--- config.mk ---
export PLATFORM = sky130hd
export DESIGN_NAME = ifetch_ctrl
export DESIGN_NICKNAME = d
export VERILOG_FILES = /design/src/rtl/ifetch_ctrl.sv
export SDC_FILE = /design/constraint.sdc
export NUM_CORES = 1
export LEC_CHECK = 0
export BUFFER_PORTS_ARGS = -buffer_cell sky130_fd_sc_hd__buf_2
export CORE_MARGIN = 1
export CORE_UTILIZATION = 41
export CTS_CLUSTER_DIAMETER = 50
export DETAILED_ROUTE_END_ITERATION = 6
export GPL_TIMING_DRIVEN = 1
export PLACE_DENSITY = 0.76
export SLEW_MARGIN = 5
export SYNTH_ARGS = -nofsm -noshare
export SYNTH_HDL_FRONTEND = slang
export SYNTH_SLANG_ARGS = --single-unit
--- constraint.sdc ---
create_clock -name clk -period 1.4 [get_ports clk]
set_input_delay 0.07 -clock clk [delete_from_list [all_inputs] [get_ports clk]]
set_output_delay 0.07 -clock clk [all_outputs]
set_load 0.02 [all_outputs]
--- src/rtl/ifetch_ctrl.sv ---
// Fetch/branch-resolve front end: reads the ROM word at pc, resolves BRZ/JMP/HLT
// back into the pc block and emits valid instructions. Optional counters: IFETCH_PERF_EN.
module ifetch_ctrl #(
  parameter int PC_W    = 10,
  parameter int INSTR_W = 16
) (
  input  logic               clk,
  input  logic               rst,
  input  logic               stall,
  input  logic               cond,
  input  logic [PC_W-1:0]    pc,
  output logic [PC_W-1:0]    imem_addr,
  output logic               imem_en,
  input  logic [INSTR_W-1:0] imem_rdata,
  output logic               halt,
  output logic               branch,
  output logic               jump,
  output logic [PC_W-1:0]    br_off,
  output logic [PC_W-1:0]    jmp_off,
  output logic [INSTR_W-1:0] instr,
  output logic [PC_W-1:0]    instr_pc,
  output logic               instr_valid,
  output logic               halted
`ifdef IFETCH_PERF_EN
  ,
  output logic [31:0]        perf_instr_cnt,
  output logic [15:0]        perf_flush_cnt
`endif
);

  typedef enum logic [1:0] {S_FILL, S_RUN, S_FLUSH, S_HALTED} state_t;

  localparam logic [3:0] OP_BRZ = 4'hC;
  localparam logic [3:0] OP_JMP = 4'hD;
  localparam logic [3:0] OP_HLT = 4'hF;

  // The pc block adds the offset to A+1, so the target A+1+off needs off-1.
  function automatic logic [PC_W-1:0] off_to_pc(input logic signed [31:0] off);
    logic signed [31:0] t;
    t = off - 32'sd1;
    return t[PC_W-1:0];
  endfunction

  state_t               state_q, state_d;
  logic [PC_W-1:0]      fpc_q, fpc_d;
  logic [INSTR_W-1:0]   instr_q, instr_d;
  logic [PC_W-1:0]      instr_pc_q, instr_pc_d;
  logic                 instr_valid_q, instr_valid_d;

  logic [3:0]           opcode;
  logic                 is_brz, is_jmp, is_hlt;
  logic                 consume;
  logic signed [31:0]   br_sx, jmp_sx;

  assign opcode    = imem_rdata[15:12];
  assign is_brz    = (opcode == OP_BRZ);
  assign is_jmp    = (opcode == OP_JMP);
  assign is_hlt    = (opcode == OP_HLT);
  assign br_sx     = {{24{imem_rdata[7]}}, imem_rdata[7:0]};
  assign jmp_sx    = {{20{imem_rdata[11]}}, imem_rdata[11:0]};
  assign br_off    = off_to_pc(br_sx);
  assign jmp_off   = off_to_pc(jmp_sx);
  assign imem_addr = pc;

  always_comb begin
    state_d = state_q;
    imem_en = 1'b0;
    halt    = 1'b1;
    branch  = 1'b0;
    jump    = 1'b0;
    consume = 1'b0;
    if (!rst) begin
      unique case (state_q)
        S_FILL, S_FLUSH: begin
          imem_en = 1'b1;
          halt    = 1'b0;
          state_d = S_RUN;
        end
        S_RUN: begin
          // Stalled: pc and ROM output freeze so the same word is retried.
          if (!stall) begin
            imem_en = 1'b1;
            consume = 1'b1;
            halt    = is_hlt;
            branch  = is_brz && cond;
            jump    = is_jmp;
            if (branch || jump) state_d = S_FLUSH;
            else if (is_hlt)    state_d = S_HALTED;
          end
        end
        default: ;
      endcase
    end
  end

  always_comb begin
    fpc_d         = imem_en ? pc : fpc_q;
    instr_d       = consume ? imem_rdata : instr_q;
    instr_pc_d    = consume ? fpc_q : instr_pc_q;
    instr_valid_d = consume;
  end

  // Fetch stage / output stage registers
  always_ff @(posedge clk or posedge rst) begin
    if (rst) begin
      state_q       <= S_FILL;
      fpc_q         <= '0;
      instr_q       <= '0;
      instr_pc_q    <= '0;
      instr_valid_q <= 1'b0;
    end else begin
      state_q       <= state_d;
      fpc_q         <= fpc_d;
      instr_q       <= instr_d;
      instr_pc_q    <= instr_pc_d;
      instr_valid_q <= instr_valid_d;
    end
  end

  assign instr       = instr_q;
  assign instr_pc    = instr_pc_q;
  assign instr_valid = instr_valid_q;
  assign halted      = (state_q == S_HALTED);

`ifdef IFETCH_PERF_EN
  logic [31:0] perf_instr_cnt_q, perf_instr_cnt_d;
  logic [15:0] perf_flush_cnt_q, perf_flush_cnt_d;

  always_comb begin
    perf_instr_cnt_d = perf_instr_cnt_q;
    perf_flush_cnt_d = perf_flush_cnt_q;
    if (instr_valid_q && !(&perf_instr_cnt_q))
      perf_instr_cnt_d = perf_instr_cnt_q + 32'd1;
    if ((state_q == S_FLUSH) && !(&perf_flush_cnt_q))
      perf_flush_cnt_d = perf_flush_cnt_q + 16'd1;
  end

  always_ff @(posedge clk or posedge rst) begin
    if (rst) begin
      perf_instr_cnt_q <= '0;
      perf_flush_cnt_q <= '0;
    end else begin
      perf_instr_cnt_q <= perf_instr_cnt_d;
      perf_flush_cnt_q <= perf_flush_cnt_d;
    end
  end

  assign perf_instr_cnt = perf_instr_cnt_q;
  assign perf_flush_cnt = perf_flush_cnt_q;
`endif

endmodule

Word-level counts from Yosys, hierarchy flattened. Cells that the tools add are included.

Add/subtract/negate cells: 2. Multipliers: 0. Divide/modulo/power cells: 0. $lt $le $gt $ge: 0. Eq/ne operators: 8. Shift-type cells: 0. Multiplexer cells: 18. Bitwise operators: 1. Reduce and logical (&&, ||, !) cells: 6.

Operator list (count): $eq 4x4->1 const B (3); $mux 1 (12); $sub 10x2->10 const B (1); $sub 8x2->9 const B (1); $mux 2 (3); $eq 2x2->1 const B (2); $pmux 1 s2 (2); $pmux 2 s2 (1); $reduce_and 4->1 (1); $ne 3x3->1 const B (1); $eq 2x1->1 const B (1); $logic_not 2->1 (1); $ne 2x2->1 const B (1); $reduce_bool 2->1 (1); $reduce_or 2->1 (1); $logic_and 1x1->1 (1); $logic_or 1x1->1 (1); $not 1->1 (1).

Register bits after elaboration: 39. Latch bits: 0. Bits in writable memories: 0. ROM bits: 0. Memories: 0.

Depth between registers and ports, before layout.
Word-level depth: 6. Depth in mapped cells: 6. Depth with buffers taken out: 5.

Worst setup path after synthesis. Ideal clock, no wire load.

Kind: register to output. From: reg state_q[1]. To: out branch. Arrival: 1601 ps. Required time: 1330 ps. Path slack: -271 ps. Cell stages (with the launch flop): 5. Path buffers: 1. Cells stage by stage: dfrtp_1 -> nor4b_4 -> buf_6 -> or3b_1 -> nor3b_2.

Word-level cells in the longest chain between the ends: 3.

Ends and longest elaborated chain: from (decl) (RTL line 44) `state_t state_q, state_d;`; from (signal assigned) (RTL line 112) `state_q <= state_d;`; $eq 2x1->1 (RTL line 73) `unique case (state_q)`; $mux 1 (RTL line 73); $mux 1 (RTL line 72) `if (!rst) begin`; to (decl) (RTL line 16) `output logic branch,`.

Every way passes these cells.

Worst setup path after layout. Ends and elaborated chain as after synthesis.

==> reports/qor.txt <==
CTS tree = built
Post-synth top area cell = dfrtp_1
CTS sink count = 39
Ys flop type = dfrtp_1
Startpoint Class = flip-flop
LEAKAGE = 1.268 nW
Reg clk slew, reported paths = 0.07 ns
First-pass GRT wire length = 6216 um
Sequential share of the synthesized area = 52.95%
Critical path peak fanout = 3
# port buffers = 91
Final setup margin = -0.3933 ns
Commonest cells after routing, fill and taps aside = 80 x buf_2, 39 x dfrtp_1, 36 x mux2_2
Dominant cells by area after synthesis = dfrtp_1 53%, mux2_2 22%, buf_4 7.7%, xnor2_1 1.4%, xor2_1 1.4%
Hold Violations, Final = 0
Drt drc = 0
Num CTS Buffers = 5
Outcome = finished with violations
Placeable Area = 0.004324 mm^2
Die Span Y = 69.05 um
GRT Total Usage = 16.22%
Seq cells post-synth = 39
Iteration-0 DRC Markers = 8
Initial Util = 42.62%
Yosys warning total = 0
Clock buffer depth = 2
Failing checks = setup timing
Die area = 0.004767 mm^2
Crit path arrival time = 1.72 ns
Slew Viols, Final = 0
Gr ovfl total = 0
Fmax = 557.6 MHz
PD cells = 1679 mW/mm^2
Fin crit period = 1.793 ns
EDFF count, synth = 0
Area Growth Syn to Fin = 43.99%
Multi-input gate area = 770.7 um^2
Pwr Total = 4.456 mW
Most common cell after layout, fill and taps aside = buf_2
Mean Syn Cell Area = 13.07 um^2
Post-Route Skew = 0.004002 ns
Area fraction of the dominant cell type after synthesis = 52.95%
Layout Nets = 268
Post-synth ARST share = 100.0%
Vias in the first global route = 1407
WS Path Type = flip-flop to output port
Core Rows = 24
Clk Latency, worst-skew pair = 0.28 ns
Cell count after synthesis = 141
Final wirelength = 3742 um
Fill count = 362
Dpl ws = -0.1618 ns
Register area = 975.9 um^2
Clk root buf = clkbuf_8
Final setup violation count = 43
Post-synth cell types = 26
Worst Setup End Kind = output port
Setup repair after global routing missed its margin = yes
MaxCap Viol Count = 0
Post-Syn Area = 0.001843 mm^2
Top Ports = 92
Post-route cell area = 0.002654 mm^2
Crit share post-route = 128.1%
Worst Tran Pin Value = 0.3584 ns
Worst Path Required = 1.33 ns
DP HPWL = 2744 um
Antenna Violating Nets Remaining = 0
Max VDD drop = 1.179 mV
# H-tree levels = 2
Hold Crit Class = input pin to flip-flop
WL/cell = 12.90 um
Largest net degree at the start of global routing = 28
Final hold slack = 0.01967 ns
Ant. Diodes = 0
Drt first pass iters = 3
Share of post-route cells with drive strength above 1 = 71.43%
Rel. slew slack = 75.49%
Total number of vias = 1379
Horiz. Die Dim = 69.05 um
Antenna violations before repair = 0
Vias per inst = 4.755
Final GP Congestion = 0.7446
Placed inst area = 0.002359 mm^2
Post-synthesis net count = 172
[power breakdown]
part	internal (mW)	total (mW)	switching, mW
combinational	0.836	1.83	0.996
sequential	1.60	1.83	0.223
clock	0.449	0.796	0.347
total	2.89	4.46	1.57
[cell families (layout without fill, tap and decap cells)]
family | after synthesis | count (layout) | share of synthesized area, %
fa+ha+maj | 1 | 1 | 0.6788
flops | 39 | 39 | 52.95
buf+inv | 29 | 126 | 10.39
mux | 36 | 36 | 22.00
simple gates | 23 | 23 | 8.350
compound gates | 7 | 7 | 2.784
xor+xnor | 6 | 6 | 2.852
[worst paths after layout]
check	slack [ns]	cells past startpoint	to	start
max reg2reg	-0.27	7	fpc_q[4]$_DFFE_PP0P_	state_q[1]$_DFFE_PP0P_
max in group asynchronous	0.63	4	instr_valid$_DFF_PP0_	rst
min in group asynchronous	0.44	4	instr[12]$_DFFE_PP0P_	rst
max	-0.39	4	branch	state_q[1]$_DFFE_PP0P_
min	0.02	2	instr[10]$_DFFE_PP0P_	imem_rdata[10]
min reg2reg	0.50	1	instr_pc[6]$_DFFE_PP0P_	fpc_q[6]$_DFFE_PP0P_
[synth_stat cells (all sizes together), types with 2 or more instances]
cell type / count
o22a: 2
nor3: 3
nand2: 3
nand2b: 3
nor4: 2
buf: 23
xor2: 3
nand3: 2
nor2: 4
inv: 6
mux2: 36
xnor2: 3
o21ai: 2
dfrtp: 39
[metrics by stage]
step	TNS (ns)	util (%)	cells
floorplan	-2.089	-	141
global placement	-4.390	54.54	273
global route	-8.550	61.37	290
detailed placement	-5.270	54.54	273
finish	-6.363	61.37	290
CTS	-6.348	60.24	289
[registers in the layout, summed over array words and instances, names as in the netlist]
name,cells
instr_pc,10
state_q,2
instr_valid,1
instr,16
fpc_q,10
[worst max-delay path, stage by stage, from the launching register on]
cell,delay [ns]
dfrtp_1,0.42
nor4b_4,0.23
or3b_4,0.45
nor3b_4,0.21
buf_6,0.14
[routing by layer]
layer	global-route usage, %	up-vias	routed length [um]
met1	18.67	642	1543
met4	5.896	0	44
met2	27.51	71	1840
li1	-	661	-
met3	5.994	5	313
met5	0	-	0
[final cells by class]
cell class,count,area share [%]
Clock buffer,8,3.772
Inverter,6,0.9901
Multi-Input combinational cell,73,29.04
Sequential cell,39,36.78
Tap cell,52,2.452
Timing Repair Buffer,112,26.97
[timing repair]
action,in CTS,in global routing
setup buffers,7,4
gates resized for setup,23,12
endpoints found under the setup margin,45,45
endpoints found under the hold margin,39,0
pin swaps,7,4
hold buffers,1,0
No activity file was read; power rests on OpenSTA's default activity.
